===== config.mk =====
export PLATFORM = sky130hd
export DESIGN_NAME = usb_ep_router
export DESIGN_NICKNAME = d
export VERILOG_FILES = /design/src/rtl/usb_pkg.sv /design/src/rtl/usb_ep_mux.sv /design/src/rtl/usb_ep_router.sv
export SDC_FILE = /design/constraint.sdc
export NUM_CORES = 1
export LEC_CHECK = 0
export CORE_MARGIN = 3
export CORE_UTILIZATION = 31
export DETAILED_ROUTE_END_ITERATION = 8
export HOLD_SLACK_MARGIN = 0.06
export PLACE_DENSITY = 0.85
export SETUP_SLACK_MARGIN = 0.02
export SYNTH_ARGS = -nofsm -noshare
export SYNTH_HDL_FRONTEND = slang
export SYNTH_SLANG_ARGS = --single-unit

===== constraint.sdc =====
create_clock -name clk48 -period 2.7 [get_ports clk48]
set_input_delay 0.405 -clock clk48 [delete_from_list [all_inputs] [get_ports clk48]]
set_output_delay 0.405 -clock clk48 [all_outputs]
set_load 0.03 [all_outputs]

===== src/rtl/usb_pkg.sv =====
// Shared definitions for the USB endpoint router: token PIDs, router states, endpoint number width.
package usb_pkg;

    localparam logic [3:0] PID_OUT   = 4'b0001;
    localparam logic [3:0] PID_IN    = 4'b1001;
    localparam logic [3:0] PID_SETUP = 4'b1101;
    localparam logic [3:0] PID_SOF   = 4'b0101;

    localparam int unsigned EP_W = 4;

    typedef enum logic [1:0] {
        ST_IDLE,
        ST_WAIT_ACK,
        ST_DATA
    } router_state_t;

    // SOF shares the token PID format but never opens a transaction.
    function automatic logic is_token_pid(input logic [3:0] p);
        case (p)
            PID_OUT, PID_IN, PID_SETUP: return 1'b1;
            PID_SOF:                    return 1'b0;
            default:                    return 1'b0;
        endcase
    endfunction

endpackage


===== src/rtl/usb_ep_mux.sv =====
// Endpoint-indexed datapath: muxes IN data/last/toggle/ack from the selected endpoint
// and steers the token, byte, eop and in-ack strobes to that endpoint only.
module usb_ep_mux
    import usb_pkg::*;
#(
    parameter int unsigned NUM_EP = 4
) (
    input  logic [EP_W-1:0]     sel,
    input  logic                route,
    input  logic                tok,
    input  logic                out_byte_valid,
    input  logic                packet_eop,
    input  logic                in_byte_ack,
    input  logic [8*NUM_EP-1:0] ep_in_byte,
    input  logic [NUM_EP-1:0]   ep_in_last,
    input  logic [NUM_EP-1:0]   ep_use_data0,
    input  logic [NUM_EP-1:0]   ep_ack_token,
    output logic [7:0]          in_byte,
    output logic                in_byte_last,
    output logic                use_data0,
    output logic                ack_sel,
    output logic [NUM_EP-1:0]   ep_token_valid,
    output logic [NUM_EP-1:0]   ep_out_valid,
    output logic [NUM_EP-1:0]   ep_eop,
    output logic [NUM_EP-1:0]   ep_in_ack
);

    always_comb begin
        in_byte        = '0;
        in_byte_last   = 1'b0;
        use_data0      = 1'b1;
        ack_sel        = 1'b0;
        ep_token_valid = '0;
        ep_out_valid   = '0;
        ep_eop         = '0;
        ep_in_ack      = '0;
        for (int unsigned i = 0; i < NUM_EP; i++) begin
            if (sel == EP_W'(i)) begin
                ack_sel           = ep_ack_token[i];
                ep_token_valid[i] = tok;
                if (route) begin
                    ep_out_valid[i] = out_byte_valid;
                    ep_eop[i]       = packet_eop;
                    ep_in_ack[i]    = in_byte_ack;
                    in_byte         = ep_in_byte[8*i +: 8];
                    in_byte_last    = ep_in_last[i];
                    use_data0       = ep_use_data0[i];
                end
            end
        end
    end

endmodule


===== src/rtl/usb_ep_router.sv =====
// Transaction router between TransactionSM and NUM_EP endpoint handlers.
// Define USB_EP_ROUTER_ADDR_FILTER_EN to drop tokens whose address differs from dev_addr.
module usb_ep_router
    import usb_pkg::*;
#(
    parameter int unsigned NUM_EP      = 4,
    parameter int unsigned ACK_TIMEOUT = 64
) (
    input  logic                clk48,
    input  logic                reset,
    input  logic                bus_reset,
    input  logic [3:0]          pid,
    input  logic [10:0]         token,
    input  logic                token_valid,
    output logic                ack_token,
    input  logic [7:0]          out_byte,
    input  logic                out_byte_valid,
    input  logic                packet_eop,
    input  logic                packet_ack_code,
    output logic [7:0]          in_byte,
    input  logic                in_byte_ack,
    output logic                in_byte_last,
    output logic                use_data0,
    input  logic [6:0]          dev_addr,
    input  logic [NUM_EP-1:0]   ep_enable,
    output logic [NUM_EP-1:0]   ep_bus_reset,
    output logic [NUM_EP-1:0]   ep_token_valid,
    input  logic [NUM_EP-1:0]   ep_ack_token,
    output logic [NUM_EP-1:0]   ep_out_valid,
    output logic [NUM_EP-1:0]   ep_eop,
    input  logic [8*NUM_EP-1:0] ep_in_byte,
    input  logic [NUM_EP-1:0]   ep_in_last,
    output logic [NUM_EP-1:0]   ep_in_ack,
    input  logic [NUM_EP-1:0]   ep_use_data0,
    output logic [3:0]          cur_ep,
    output logic                busy,
    output logic                err_drop,
    output logic                err_timeout
);

    localparam int unsigned      CNT_W    = (ACK_TIMEOUT > 1) ? $clog2(ACK_TIMEOUT) : 1;
    localparam logic [CNT_W-1:0] CNT_LAST = CNT_W'(ACK_TIMEOUT - 1);

    router_state_t    state, nstate;
    logic [EP_W-1:0]  cur_q, ncur;
    logic [CNT_W-1:0] cnt, ncnt;
    logic             tok_q, ntok;
    logic             ack_q, nack;
    logic             drop_q, ndrop;
    logic             tmo_q, ntmo;

    logic             kill, route, ack_sel;
    logic             ep_hit, addr_ok, is_tok, accept, reject;
    logic [EP_W-1:0]  tok_ep;

    assign kill   = reset | bus_reset;
    assign tok_ep = token[10:7];
    assign is_tok = is_token_pid(pid);

`ifdef USB_EP_ROUTER_ADDR_FILTER_EN
    logic unused_bits;
    assign addr_ok     = (token[6:0] == dev_addr);
    assign unused_bits = ^{out_byte, packet_ack_code};
`else
    logic unused_bits;
    assign addr_ok     = 1'b1;
    assign unused_bits = ^{out_byte, packet_ack_code, dev_addr, token[6:0]};
`endif

    // EP0 is the control endpoint and can never be disabled.
    always_comb begin
        ep_hit = 1'b0;
        for (int unsigned i = 0; i < NUM_EP; i++) begin
            if (tok_ep == EP_W'(i)) ep_hit = (i == 0) || ep_enable[i];
        end
    end

    assign accept = token_valid & is_tok & ep_hit & addr_ok;
    assign reject = token_valid & is_tok & ~(ep_hit & addr_ok);

    // Any token aborts the open transaction and is then decoded exactly as from IDLE.
    always_comb begin
        nstate = state;
        ncur   = cur_q;
        ncnt   = cnt;
        ntok   = 1'b0;
        nack   = 1'b0;
        ndrop  = 1'b0;
        ntmo   = 1'b0;
        if (token_valid) begin
            if (accept) begin
                nstate = ST_WAIT_ACK;
                ncur   = tok_ep;
                ncnt   = '0;
                ntok   = 1'b1;
            end else begin
                nstate = ST_IDLE;
                ncur   = '0;
                ndrop  = reject;
            end
        end else begin
            case (state)
                ST_WAIT_ACK: begin
                    if (ack_sel) begin
                        nstate = ST_DATA;
                        nack   = 1'b1;
                    end else if (cnt == CNT_LAST) begin
                        nstate = ST_IDLE;
                        ncur   = '0;
                        ntmo   = 1'b1;
                    end else begin
                        ncnt = cnt + CNT_W'(1);
                    end
                end
                ST_DATA: begin
                    if (packet_eop) begin
                        nstate = ST_IDLE;
                        ncur   = '0;
                    end
                end
                default: ;
            endcase
        end
    end

    always_ff @(posedge clk48) begin
        if (reset || bus_reset) begin
            state  <= ST_IDLE;
            cur_q  <= '0;
            cnt    <= '0;
            tok_q  <= 1'b0;
            ack_q  <= 1'b0;
            drop_q <= 1'b0;
            tmo_q  <= 1'b0;
        end else begin
            state  <= nstate;
            cur_q  <= ncur;
            cnt    <= ncnt;
            tok_q  <= ntok;
            ack_q  <= nack;
            drop_q <= ndrop;
            tmo_q  <= ntmo;
        end
    end

    // Strobes are squashed in a reset cycle and in the cycle a new token preempts DATA.
    assign route        = (state == ST_DATA) & ~kill & ~token_valid;
    assign ack_token    = ack_q & ~kill;
    assign err_drop     = drop_q & ~kill;
    assign err_timeout  = tmo_q & ~kill;
    assign ep_bus_reset = {NUM_EP{bus_reset & ~reset}};
    assign cur_ep       = cur_q;
    assign busy         = (state != ST_IDLE);

    usb_ep_mux #(
        .NUM_EP(NUM_EP)
    ) u_mux (
        .sel           (cur_q),
        .route         (route),
        .tok           (tok_q & ~kill),
        .out_byte_valid(out_byte_valid),
        .packet_eop    (packet_eop),
        .in_byte_ack   (in_byte_ack),
        .ep_in_byte    (ep_in_byte),
        .ep_in_last    (ep_in_last),
        .ep_use_data0  (ep_use_data0),
        .ep_ack_token  (ep_ack_token),
        .in_byte       (in_byte),
        .in_byte_last  (in_byte_last),
        .use_data0     (use_data0),
        .ack_sel       (ack_sel),
        .ep_token_valid(ep_token_valid),
        .ep_out_valid  (ep_out_valid),
        .ep_eop        (ep_eop),
        .ep_in_ack     (ep_in_ack)
    );

endmodule


; ---- Yosys cells after proc, flatten, opt, wreduce, memory -nomap -nowiden
; Cells that the tools add are included.
[totals]
register_bits = 16
in_bits = 86
out_inout_bits = 38
wordCells = 129
[classes]
add_sub_neg = 1
eq_ne = 19
muxes = 72
bitwise = 16
n_reduce_logical = 14
[ops]
columns = op, count
row1 = $mux 8, 8
row2 = $mux 1, 48
row3 = $mux 6, 5
row4 = $mux 4, 5
row5 = $eq 4x2->1 const B, 4
row6 = $eq 4x1->1 const B, 3
row7 = $and 1x1->1, 10
row8 = $ne 3x3->1 const B, 3
row9 = $reduce_or 3->1, 3
row10 = $eq 4x4->1 const B, 2
row11 = $logic_not 4->1, 2
row12 = $mux 2, 4
row13 = $pmux 4 s2, 1
row14 = $reduce_and 4->1, 2
row15 = $add 6x1->6 const B, 1
row16 = $eq 6x6->1 const B, 1
row17 = $not 1->1, 5
row18 = $ne 2x2->1 const B, 2
row19 = $ne 4x4->1 const B, 1
row20 = $pmux 2 s2, 1
row21 = $reduce_bool 2->1, 2
row22 = $reduce_or 4->1, 1
row23 = $reduce_and 3->1, 1
row24 = $reduce_bool 3->1, 1
row25 = other kinds (6), 6

; ---- Logic depth before layout (Yosys ltp)
; Gate-level depths: netlist (run 1).
[depth]
ltp_word = 12
ltp_mapped = 6
mapped_depth_nobuf = 6

; ---- Hierarchy
; Synthesis (run 1) repeated with hierarchy kept, for this count alone.
[unflattened]
hier_cells = 179
area_unflattened_um2 = 1332.5
[modules_own_cells]
columns = module, instances, cells_each, area_each_um2, seq_area_each_um2
row1 = usb_ep_router, 1, 91, 780.7, 320.3
row2 = usb_ep_mux, 1, 88, 551.8, 0.0

; ---- Worst setup path before layout (run 1)
; Ideal clock, no wire load.
[synth_path]
path_type = flip-flop to output port
from = register cur_q[1], in the netlist cur_ep[1]
to = output in_byte[0]
t_arrival_ps = 2069
t_required_ps = 2295
setup_slack_ps = 226
path_stages_with_launch = 6
path_buffers = 1
cell_sequence = dfxtp_1 -> buf_2 -> nand2b_1 -> nor3_1 -> a22oi_1 -> a21oi_1
[synth_via]
elab_chain_cells = 8
elab_cells_between_ends = 11
cone_classes = eq/ne (3) / mux (7) / reduce/logical (1)
[synth_rtl]
columns = item, line_no
row1 = from (decl), usb_ep_router.sv:45  ; logic [EP_W-1:0] cur_q, ncur;
row2 = from (signal assigned), usb_ep_router.sv:137  ; cur_q <= ncur;
row3 = $logic_not 4->1, usb_ep_mux.sv:38  ; if (sel == EP_W'(i)) begin
row4 = $mux 8, usb_ep_mux.sv:38
row5 = $mux 8, usb_ep_mux.sv:41  ; if (route) begin
row6 = $mux 8, usb_ep_mux.sv:38
row7 = $mux 8, usb_ep_mux.sv:41
row8 = $mux 8, usb_ep_mux.sv:38
row9 = $mux 8, usb_ep_mux.sv:41
row10 = $mux 8 (*), usb_ep_mux.sv:38
row11 = to (decl), usb_ep_router.sv:20  ; output logic [7:0] in_byte,
; Mark *: on every way between the ends. The rest lies on a longest branch, timed or not.

; ---- Worst setup path in the final report (run 1)
[layout_path]
from = input reset
to = output ep_token_valid[2]
[layout_via]
elab_chain_cells = 4
[layout_rtl]
columns = item, line_no
row1 = from (decl), usb_ep_router.sv:10  ; input logic reset,
row2 = $or 1x1->1, usb_ep_router.sv:56  ; assign kill = reset | bus_reset;
row3 = $not 1->1, usb_ep_router.sv:160  ; .tok (tok_q & ~kill),
row4 = $and 1x1->1, usb_ep_router.sv:160
row5 = $mux 1, usb_ep_mux.sv:38
row6 = to (decl), usb_ep_router.sv:27  ; output logic [NUM_EP-1:0] ep_token_valid,
; No other way between the ends.

==> key figures, run 1 <==
Drt
  – Routed vias/inst: 5.236
  – Initial detailed-routing violation count: between 60 and 70
  – Post-route met1 wirelength: ~1.8 mm
  – Number of nets still failing antenna checks after routing: 0
  – Final wirelength: ~4.6 mm
  – Top routing layer in use: met4
  – Sum of met3 wire segment lengths after detailed routing: roughly 340 um
  – Routed via count: about 1600
  – DRC Markers: 0
  – Detailed Routing Iterations Pass 1: 4
  – Wire length per cell after detailed routing: between 10 and 15 um
  – Detailed route wirelength on metal2: 2.360 mm

Timing
  – Endpoints failing setup: 0
  – Unrepaired setup endpoints after global routing: false
  – Share of the clock period used by the worst path after layout: between 90% and 100%
  – Worst clock skew on the final layout: about 0.0018 ns
  – Total negative slack for setup checks: 0 ns
  – Max Clk Rate: 390.7 MHz
  – Final period demand of the worst path: approximately 2.6 ns
  – Max_slew headroom: about 57%
  – Number of max-slew violations in the final report: 0
  – Actual transition at the worst max-transition pin: between 0.6 and 0.7 ns
  – Endpoints failing hold: 0

Global routing
  – Antenna violations before repair: 0
  – Via count of the first global-routing pass: about 1400
  – Total congestion overflow: 0
  – Largest net degree at the start of global routing: 11
  – Combined global-route utilization of all metal layers: roughly 18%
  – Global-route wire length before repair: 6.396 mm

Critical path
  – Arrival time reported for the critical path endpoint: 2.15 ns
  – Maximum fanout along the worst path: 5
  – Worst setup path start: reset
  – Worst flop-to-flop path startpoint: cur_ep[1]$_SDFFE_PP0P_
  – Crit path launch type: primary input
  – Critical path capture point type: output pin
  – Path type of the worst setup path: in2out
  – Data required, critical path: between 2 and 2.5 ns

Finish
  – Storage element area: around 320 sq um
  – Filler cell count: 337
  – Post-Layout Inst Area: 0.002281 sq mm
  – Fraction of layout instances using a drive strength above 1: between 10% and 20%
  – Number of diodes added for antenna fixing: 0
  – Final #Nets: approximately 350
  – Area added between synthesis and finish: 87.94%
  – Area of the multi-input gates: roughly 840 sq um

Yosys
  – Top cells by area in the synthesized netlist: dfxtp_1 (26%), a22oi_1 (12%), nor2_1 (6.8%)
  – Number of synthesized flops with an enable pin: 0
  – Syn Area/Cell: 7.538 sq um
  – Cell count after synthesis: 161
  – Prevailing post-synth register cell: dfxtp_1
  – Fraction of synthesis flops using an asynchronous set or reset pin: 0%
  – Post-synth top area cell: dfxtp_1
  – Yosys Warn Count: 0
  – Dominant cell by count in the synthesized netlist: nor2_1
  – Share of the synthesized area in the top cell type: around a quarter
  – Mapped Area: 0.001214 sq mm
  – Syn_nets: 248
  – Sequential area share after synthesis: a little over a quarter
  – Commonest cells in the synthesized netlist: nor2_1 (22), a22oi_1 (19), a21oi_1 (16), dfxtp_1 (16), nand2_1 (12)
  – Count of distinct cell types in the synthesized netlist: 37
  – Post-synthesis sequential element count: 16

Power and ir drop
  – Leakage power summed over all cells: approximately 0.87 nW
  – Pwr dens: 247.4 mW/mm^2
  – Peak supply drop: ~0.16 mV

Floorplan
  – Area of the die: around 0.0047 sq mm
  – Horizontal extent of the die: 68.57 um
  – Chip Height: a little under 70 um
  – Starting utilization of the core area: 32.66%
  – # IOs: 124
  – Number of rows in the core area: 22
  – Placeable core region: between 0.003 and 0.004 sq mm

Placed design
  – Area post-placement: approximately 0.0022 sq mm
  – DPL Wire Length: between 3 and 4 mm
  – Placer Congestion: 0.7699
  – Count of buffers inserted at the top-level ports: between 90 and 100

CTS
  – Num CTS Buffers: 3
  – CTS Hold Buffers Added: 0
  – Number of clock sinks seen by CTS: 16
  – Maximum clock path buffer count: 2
  – Root buffer selected by CTS: clkbuf_8
  – Deepest level of the CTS H-tree: 1
  – CTS tree: yes
  – Clk slew on worst S/H paths: around 0.060 ns
  – Clock insertion delay at the later pin of the skew report: ~0.25 ns

Flow run
  – Max-capacitance violation count: 0

Min path
  – Min-delay src: cnt[1]$_SDFFE_PP0P_
  – Type of the most critical hold path: reg2reg

Run status
  – Result of the run: complete, no violations
-- layout make-up --
cell class,count,area share [%]
well taps,48,2.633
repair buffers,108,44.21
flip-flops and latches,16,14.10
inverters,2,0.3291
multi-input cells,136,36.92
clock buffers,3,1.810
-- routing by layer --
layer | vias to the layer above | global-route usage, %
li1 | 819 | -
met3 | 5 | 2.269
met2 | 56 | 31.70
met5 | - | 0
met1 | 759 | 22.07
met4 | 0 | 5.211
-- layout by cell type (no fill, tap or decap), types with 6 or more instances in the layout --
cell	count
clkdlybuf4s50_1	77
a22oi_1	19
dfxtp_1	15
nor2_1	22
buf_4	30
and2_1	6
a21oi_1	16
or3_1	6
nand2_1	12
-- metrics by stage --
step | setup slack (ns) | hold WS (ns) | std cells | utilization (%) | total power [W]
after floorplan | 0.2257 | 0.4455 | 161 | - | 0.0002843
after global placement | 0.09848 | 0.4659 | 310 | 60.03 | 0.0003887
after detailed placement | 0.06278 | 0.4733 | 310 | 60.03 | 0.0003914
after CTS | 0.06631 | 0.4818 | 313 | 61.18 | 0.0005683
after global routing | 0.04117 | 0.5277 | 313 | 61.38 | 0.0005906
final | 0.1408 | 0.4773 | 313 | 61.38 | 0.0005644
-- kinds of logic after synthesis --
logic type | share of synthesized area [%]
multiplexers | 0.8248
AO/OA/AOI/OAI | 31.96
AND/OR/NAND/NOR | 35.15
adder cells (fa/ha/maj) | 1.031
flip-flops | 26.39
buffers and inverters | 4.639
-- state kept, by name (all words and copies together) (netlist names) --
name and flops:
tmo_q 1, cur_ep 4, tok_q 1, ack_q 1, cnt 6, drop_q 1
state 2
-- path summary, 6_finish.rpt --
check	end	slack, ns	cells after the start
worst min-delay path	cnt[1]$_SDFFE_PP0P_	0.48	2
worst max register to register	cnt[3]$_SDFFE_PP0P_	0.71	7
worst max-delay path	ep_token_valid[2]	0.14	6
worst min register to register	cnt[1]$_SDFFE_PP0P_	0.48	2
-- repair_timing --
| item | CTS | global route |
|---|---|---|
| endpoints found under the setup margin | 1 | 10 |
| setup buffers | 0 | 0 |
| gates resized for setup | 1 | 2 |
-- worst max-delay path, cell delays in order --
cell             delay [ns]
clkdlybuf4s50_1        0.42
buf_4                  0.15
nor2_1                 0.22
nand2_1                0.15
nor2_1                 0.11
clkdlybuf4s50_1        0.69
-- where the power goes --
part	leakage, nW	switching [W]	internal (W)
Combinational	0.718	0.0000462	0.000101
Sequential	0.129	0.00000198	0.000238
Clock	0.0216	0.0000785	0.0000988
Total	0.869	0.000127	0.000438
No activity file was read; power rests on OpenSTA's default activity.
==> inputs of run 2 (changes only) <==
==> constraint.sdc (replaced) <==
create_clock -name clk48 -period 2.7 [get_ports clk48]
set_input_delay 0.405 -clock clk48 [delete_from_list [all_inputs] [get_ports clk48]]
set_output_delay 0.405 -clock clk48 [all_outputs]
set_load 0.02 [all_outputs]
==> run 2 against run 1 <==
Hold slack improved by 0.0058 ns. Die area is the same. Sequential cell count is the same. Maximum frequency is 1.3% lower. Critical path type unchanged.
==> key figures, run 2 (synthesized netlist as in run 1, its figures left out) <==
Timing
  – Max Clk Rate: a little under 400 MHz
  – Unrepaired setup endpoints after global routing: false
  – Least setup slack across all paths after layout: approximately 0.11 ns
  – Final period demand of the worst path: 2.594 ns
  – Number of max-slew violations in the final report: 0
  – Share of the clock period used by the worst path after layout: between 90% and 100%
  – Endpoints failing setup: 0
  – Total negative slack for setup checks: 0 ns
  – Max_slew headroom: approximately three fifths
  – Actual transition at the worst max-transition pin: roughly 0.61 ns
  – Endpoints failing hold: 0
  – Worst clock skew on the final layout: 0.001833 ns

Placed design
  – Area post-placement: 0.002306 sq mm
  – Worst setup timing slack at the placement stage: -0.1658 ns
  – Count of buffers inserted at the top-level ports: 99
  – DPL Wire Length: ~3.6 mm
  – Placer Congestion: just under 0.8

Global routing
  – Largest net degree at the start of global routing: 11
  – Met1 usage: 21.70%
  – Antenna violations before repair: 0
  – Met2 routing resource usage after global routing: a little under a third
  – Combined global-route utilization of all metal layers: between 10% and 20%
  – Met3 usage: 4.214%
  – Global-route wire length before repair: roughly 6.3 mm
  – Total congestion overflow: 0
  – Gr busiest metal: met2
  – Via count of the first global-routing pass: 1344

Power and ir drop
  – Leakage power summed over all cells: ~0.94 nW
  – Peak supply drop: around 0.26 mV
  – Switching power: 0.0001286 W
  – Proportion of power drawn by the clock network: between 30% and 40%
  – Combinational group share of total power: around a quarter
  – Switching power as a share of total power: approximately 21%
  – Int Power: ~0.00047 W
  – Sequential cell fraction of total power: about two fifths
  – Pwr dens: roughly 260 mW/mm^2

Finish
  – Area added between synthesis and finish: 92.37%
  – Final #Nets: 357
  – Flip-flop count of the largest register, all copies and words added: 6
  – Fin util: between 60% and 70%
  – Number of diodes added for antenna fixing: 0
  – Most frequent cells in the layout: clkdlybuf4s50_1 (77), nor2_1 (22), dlygate4sd2_1 (21), a22oi_1 (19)
  – Register with the highest flop count: cnt
  – Fraction of layout instances using a drive strength above 1: slightly below 9%
  – Post-Layout Inst Area: 0.002335 sq mm
  – Most frequent standard cell in the layout excluding fill and tap cells: clkdlybuf4s50_1

CTS
  – Clock insertion delay at the later pin of the skew report: about 0.25 ns
  – Deepest level of the CTS H-tree: 1
  – Number of clock sinks seen by CTS: 16
  – Clk slew on worst S/H paths: roughly 0.06 ns
  – Num CTS Buffers: 3
  – Root buffer selected by CTS: clkbuf_8
  – Maximum clock path buffer count: 2
  – CTS tree: yes
  – CTS Hold Buffers Added: 0

Critical path
  – Worst reg2reg path depth: 5
  – Top cell family by delay on the critical path: simple AND/OR/NAND/NOR gates
  – Crit path launch type: primary input
  – Arrival time reported for the critical path endpoint: ~2.2 ns
  – Most common cell type on the critical path: nor2_1
  – CP bufs+invs: 2
  – Data required, critical path: 2.30 ns
  – Worst path max stage delay: around 0.44 ns
  – Critical-path cell with the highest stage delay: clkdlybuf4s50_1
  – Critical path capture point type: output pin
  – Reg-to-reg endpoint: cnt[3]$_SDFFE_PP0P_
  – Cell depth of the worst setup path: 7
  – Worst setup path start: reset
  – Setup slack of the worst register-to-register path: 0.75 ns
  – Capturing instance or port of the critical path: ep_out_valid[0]
  – Maximum fanout along the worst path: 4
  – Worst flop-to-flop path startpoint: cur_ep[0]$_SDFFE_PP0P_
  – Cell chain of the critical path: clkdlybuf4s50_1, or2_2, nor2_1, and3_1, nand2_1, nor2_1, dlygate4sd2_1
  – Path type of the worst setup path: in2out

Flow run
  – Max-capacitance violation count: 0

Drt
  – Routed vias/inst: approximately 5.1
  – Detailed Routing Iterations Pass 1: 4
  – Routed via count: 1613
  – DRC Markers: 0
  – Final wirelength: approximately 4.6 mm
  – Number of nets still failing antenna checks after routing: 0
  – Wire length per cell after detailed routing: about 14 um
  – Initial detailed-routing violation count: between 70 and 80

Floorplan
  – Starting utilization of the core area: approximately 33%
  – Horizontal extent of the die: 68.57 um
  – Chip Height: just under 70 um
  – Area of the die: between 0.004 and 0.005 sq mm
  – Number of rows in the core area: 22
  – Placeable core region: around 0.0037 sq mm
  – # IOs: approximately 120

Run status
  – Result of the run: complete, no violations

Min path
  – Type of the most critical hold path: reg2reg
  – Min-delay src: cnt[1]$_SDFFE_PP0P_
[run 2: final cells by class]
| class | instances | area, sq um |
|---|---|---|
| Clock buffer | 4 | 55.05 |
| Inverter | 2 | 7.507 |
| Multi-Input combinational cell | 136 | 837.1 |
| Timing Repair Buffer | 111 | 1055 |
| Tap cell | 48 | 60.06 |
| Sequential cell | 16 | 320.3 |
| Fill cell | 339 | 1381 |
[run 2: worst min-delay path by stage]
stage	end	slack [ns]	cells past startpoint
floorplan	cnt[0]$_SDFFE_PP0P_	0.45	1
global placement	cnt[1]$_SDFFE_PP0P_	0.47	2
detailed placement	cnt[1]$_SDFFE_PP0P_	0.47	2
CTS	cnt[1]$_SDFFE_PP0P_	0.48	2
global route	cnt[1]$_SDFFE_PP0P_	0.51	2
finish	cnt[1]$_SDFFE_PP0P_	0.48	2
[run 2: power groups by stage]
stage          logic [W]  clock network, W  registers [W]
6_report        0.000146          0.000212       0.000240
5_1_grt         0.000156          0.000227       0.000240
4_1_cts         0.000146          0.000213       0.000240
3_5_place_dp    0.000145                 0       0.000245
3_3_place_gp    0.000143                 0       0.000245
2_1_floorplan  0.0000366                 0       0.000245
[run 2: tightest hold or removal path, stage by stage (launching register included)]
cell	delay (ns)
dfxtp_1	0.32
inv_1	0.05
o21ai_1	0.06
[run 2: timing repair]
action,4_1_cts,5_1_grt
buffers inserted,0,0
resized for setup,22,1
setup endpoints to repair,22,1
[run 2: routing by layer]
metal / part of all wire [%] / vias up / routed length (um)
met5: 0 / - / 0
met4: 0.66 / 0 / 30
met3: 7.9 / 2 / 359
met2: 50 / 54 / 2274
met1: 42 / 736 / 1901
li1: - / 821 / -
[run 2: per-stage QoR]
step / instances / power [W] / hold slack, ns
global placement: 313 / 0.0003878 / 0.4654
CTS: 317 / 0.0005986 / 0.4799
floorplan: 161 / 0.0002815 / 0.4455
detailed placement: 313 / 0.0003899 / 0.4713
finish: 317 / 0.0005987 / 0.4830
global route: 317 / 0.0006231 / 0.5126
==> inputs of run 3 (changes only) <==
- clock period: 2.7 -> 3.2 ns (I/O delays scaled with it)
==> run 3 against run 2 <==
First-iteration DRC count is 1.4% higher. Global-route usage is 0.67 points higher. Critical path depth stayed put. Sequential cell count stayed put. Final cell count is 1.9% lower. Hold slack better by 0.00050 ns. Largest power group unchanged.
==> key figures, run 3 (synthesized netlist as in run 1, its figures left out) <==
Finish
  – Fin util: 62.32%
  – Area of the multi-input gates: 837.1 sq um
  – Flip-flop count of the largest register, all copies and words added: 6
  – Most frequent cells in the layout: clkdlybuf4s50_1 (99), nor2_1 (22), a22oi_1 (19), a21oi_1 (16), dfxtp_1 (16)
  – Final #Nets: about 350
  – Number of diodes added for antenna fixing: 0
  – Fraction of layout instances using a drive strength above 1: roughly 7%
  – Area added between synthesis and finish: 90.82%
  – Register with the highest flop count: cnt
  – Filler cell count: around 330
  – Storage element area: about 320 sq um
  – Most frequent standard cell in the layout excluding fill and tap cells: clkdlybuf4s50_1

Drt
  – Routed vias/inst: roughly 5.2
  – Final wirelength: approximately 4.5 mm
  – DRC Markers: 0
  – Routed via count: between 1500 and 2000
  – Number of nets still failing antenna checks after routing: 0
  – Wire length per cell after detailed routing: around 14 um
  – Detailed Routing Iterations Pass 1: 4
  – Initial detailed-routing violation count: 73

CTS
  – CTS Hold Buffers Added: 0
  – Clk slew on worst S/H paths: roughly 0.07 ns
  – CTS tree: yes
  – Num CTS Buffers: 3
  – Deepest level of the CTS H-tree: 1
  – Number of clock sinks seen by CTS: 16
  – Maximum clock path buffer count: 2
  – Post-CTS setup repair buffer count: 0
  – Root buffer selected by CTS: clkbuf_8
  – Number of gates given a new drive strength after cts: 0
  – Clock insertion delay at the later pin of the skew report: about 0.25 ns

Critical path
  – Path type of the worst setup path: in2out
  – Critical path capture point type: output pin
  – Arrival time reported for the critical path endpoint: between 2 and 3 ns
  – Cell chain of the critical path: clkdlybuf4s50_1, or2_2, nor2_1, and3_1, nand2_1, nor2_1, clkdlybuf4s50_1
  – Critical-path cell with the highest stage delay: clkdlybuf4s50_1
  – Top cell family by delay on the critical path: buffers and inverters
  – Worst path max stage delay: 0.61 ns
  – CP bufs+invs: 2
  – Crit path launch type: primary input
  – Maximum fanout along the worst path: 5
  – Data required, critical path: about 2.7 ns

Power and ir drop
  – Total Power Consumption: 0.0004994 W
  – Peak supply drop: around 0.22 mV
  – Leakage power summed over all cells: approximately 0.82 nW
  – Pwr dens: between 200 and 250 mW/mm^2

Floorplan
  – Number of rows in the core area: 22
  – Horizontal extent of the die: 68.57 um
  – Placeable core region: between 0.003 and 0.004 sq mm
  – Chip Height: 68.57 um
  – # IOs: between 100 and 150
  – Area of the die: between 0.004 and 0.005 sq mm
  – Starting utilization of the core area: 32.66%

Global routing
  – Antenna violations before repair: 0
  – Largest net degree at the start of global routing: 11
  – Via count of the first global-routing pass: between 1000 and 1500
  – Combined global-route utilization of all metal layers: 18.08%
  – Total congestion overflow: 0
  – Global-route wire length before repair: between 6 and 7 mm

Timing
  – Number of max-slew violations in the final report: 0
  – Max Clk Rate: approximately 330 MHz
  – Final period demand of the worst path: between 3 and 4 ns
  – Max_slew headroom: 51.79%
  – Endpoints failing hold: 0
  – Share of the clock period used by the worst path after layout: between 90% and 100%
  – Worst clock skew on the final layout: roughly 0.0056 ns
  – Unrepaired setup endpoints after global routing: false
  – Total negative slack for setup checks: 0 ns
  – Endpoints failing setup: 0
  – Actual transition at the worst max-transition pin: between 0.7 and 0.8 ns

Placed design
  – Placer Congestion: roughly 0.78
  – DPL Wire Length: roughly 3.6 mm
  – Count of buffers inserted at the top-level ports: just under 100

Run status
  – Result of the run: complete, no violations

Flow run
  – Max-capacitance violation count: 0

Min path
  – Type of the most critical hold path: reg2reg
[run 3: changes by cell type in the layout (fill, tap and decap cells not counted)]
cell / before / now
buf_4: 12 / 6
clkdlybuf4s15_1: 1 / 0
clkdlybuf4s50_1: 77 / 99
dlygate4sd2_1: 21 / 0
[run 3: worst paths after layout]
check                               from             endpoint  slack [ns]  depth (start not counted)
hold / removal       cnt[1]$_SDFFE_PP0P_  cnt[1]$_SDFFE_PP0P_        0.48                          2
setup reg to reg  cur_ep[0]$_SDFFE_PP0P_  cnt[3]$_SDFFE_PP0P_        1.23                          5
setup / recovery                   reset      ep_out_valid[3]        0.14                          7
hold reg to reg      cnt[1]$_SDFFE_PP0P_  cnt[1]$_SDFFE_PP0P_        0.48                          2
[run 3: tightest hold or removal path, stage by stage, from the launching register on]
cell and delay [ns]:
dfxtp_1 0.32, inv_1 0.05, o21ai_1 0.06
[run 3: layer usage]
metal	wire (um)	up-vias	track usage, %
li1	-	814	-
met4	91	0	6.948
met2	2246	56	29.92
met1	1773	744	22.36
met3	338	8	4.538
met5	0	-	0
[run 3: layout make-up]
type	count	area share [%]
clock buffer	4	2.377
inverter	2	0.3241
multi-input combinational	136	36.14
sequential	16	13.83
tap	48	2.593
timing repair buffer	105	44.73
[run 3: through the flow]
step                worst slack (ns)  hold WS [ns]  area [sq um]  std cells
global placement              0.1588        0.4704          2261        307
detailed placement            0.1558        0.4720          2261        307
finish                        0.1374        0.4835          2316        311
CTS                           0.1419        0.4814          2316        311
floorplan                     0.8778        0.4455          1214        161
global route                 0.05127        0.4998          2316        311
[run 3: where the power goes]
group | internal (W) | total, W | switching, W
Clock | 0.000109 | 0.000179 | 0.0000698
Combinational | 0.0000825 | 0.000118 | 0.0000353
Sequential | 0.000201 | 0.000203 | 0.00000166
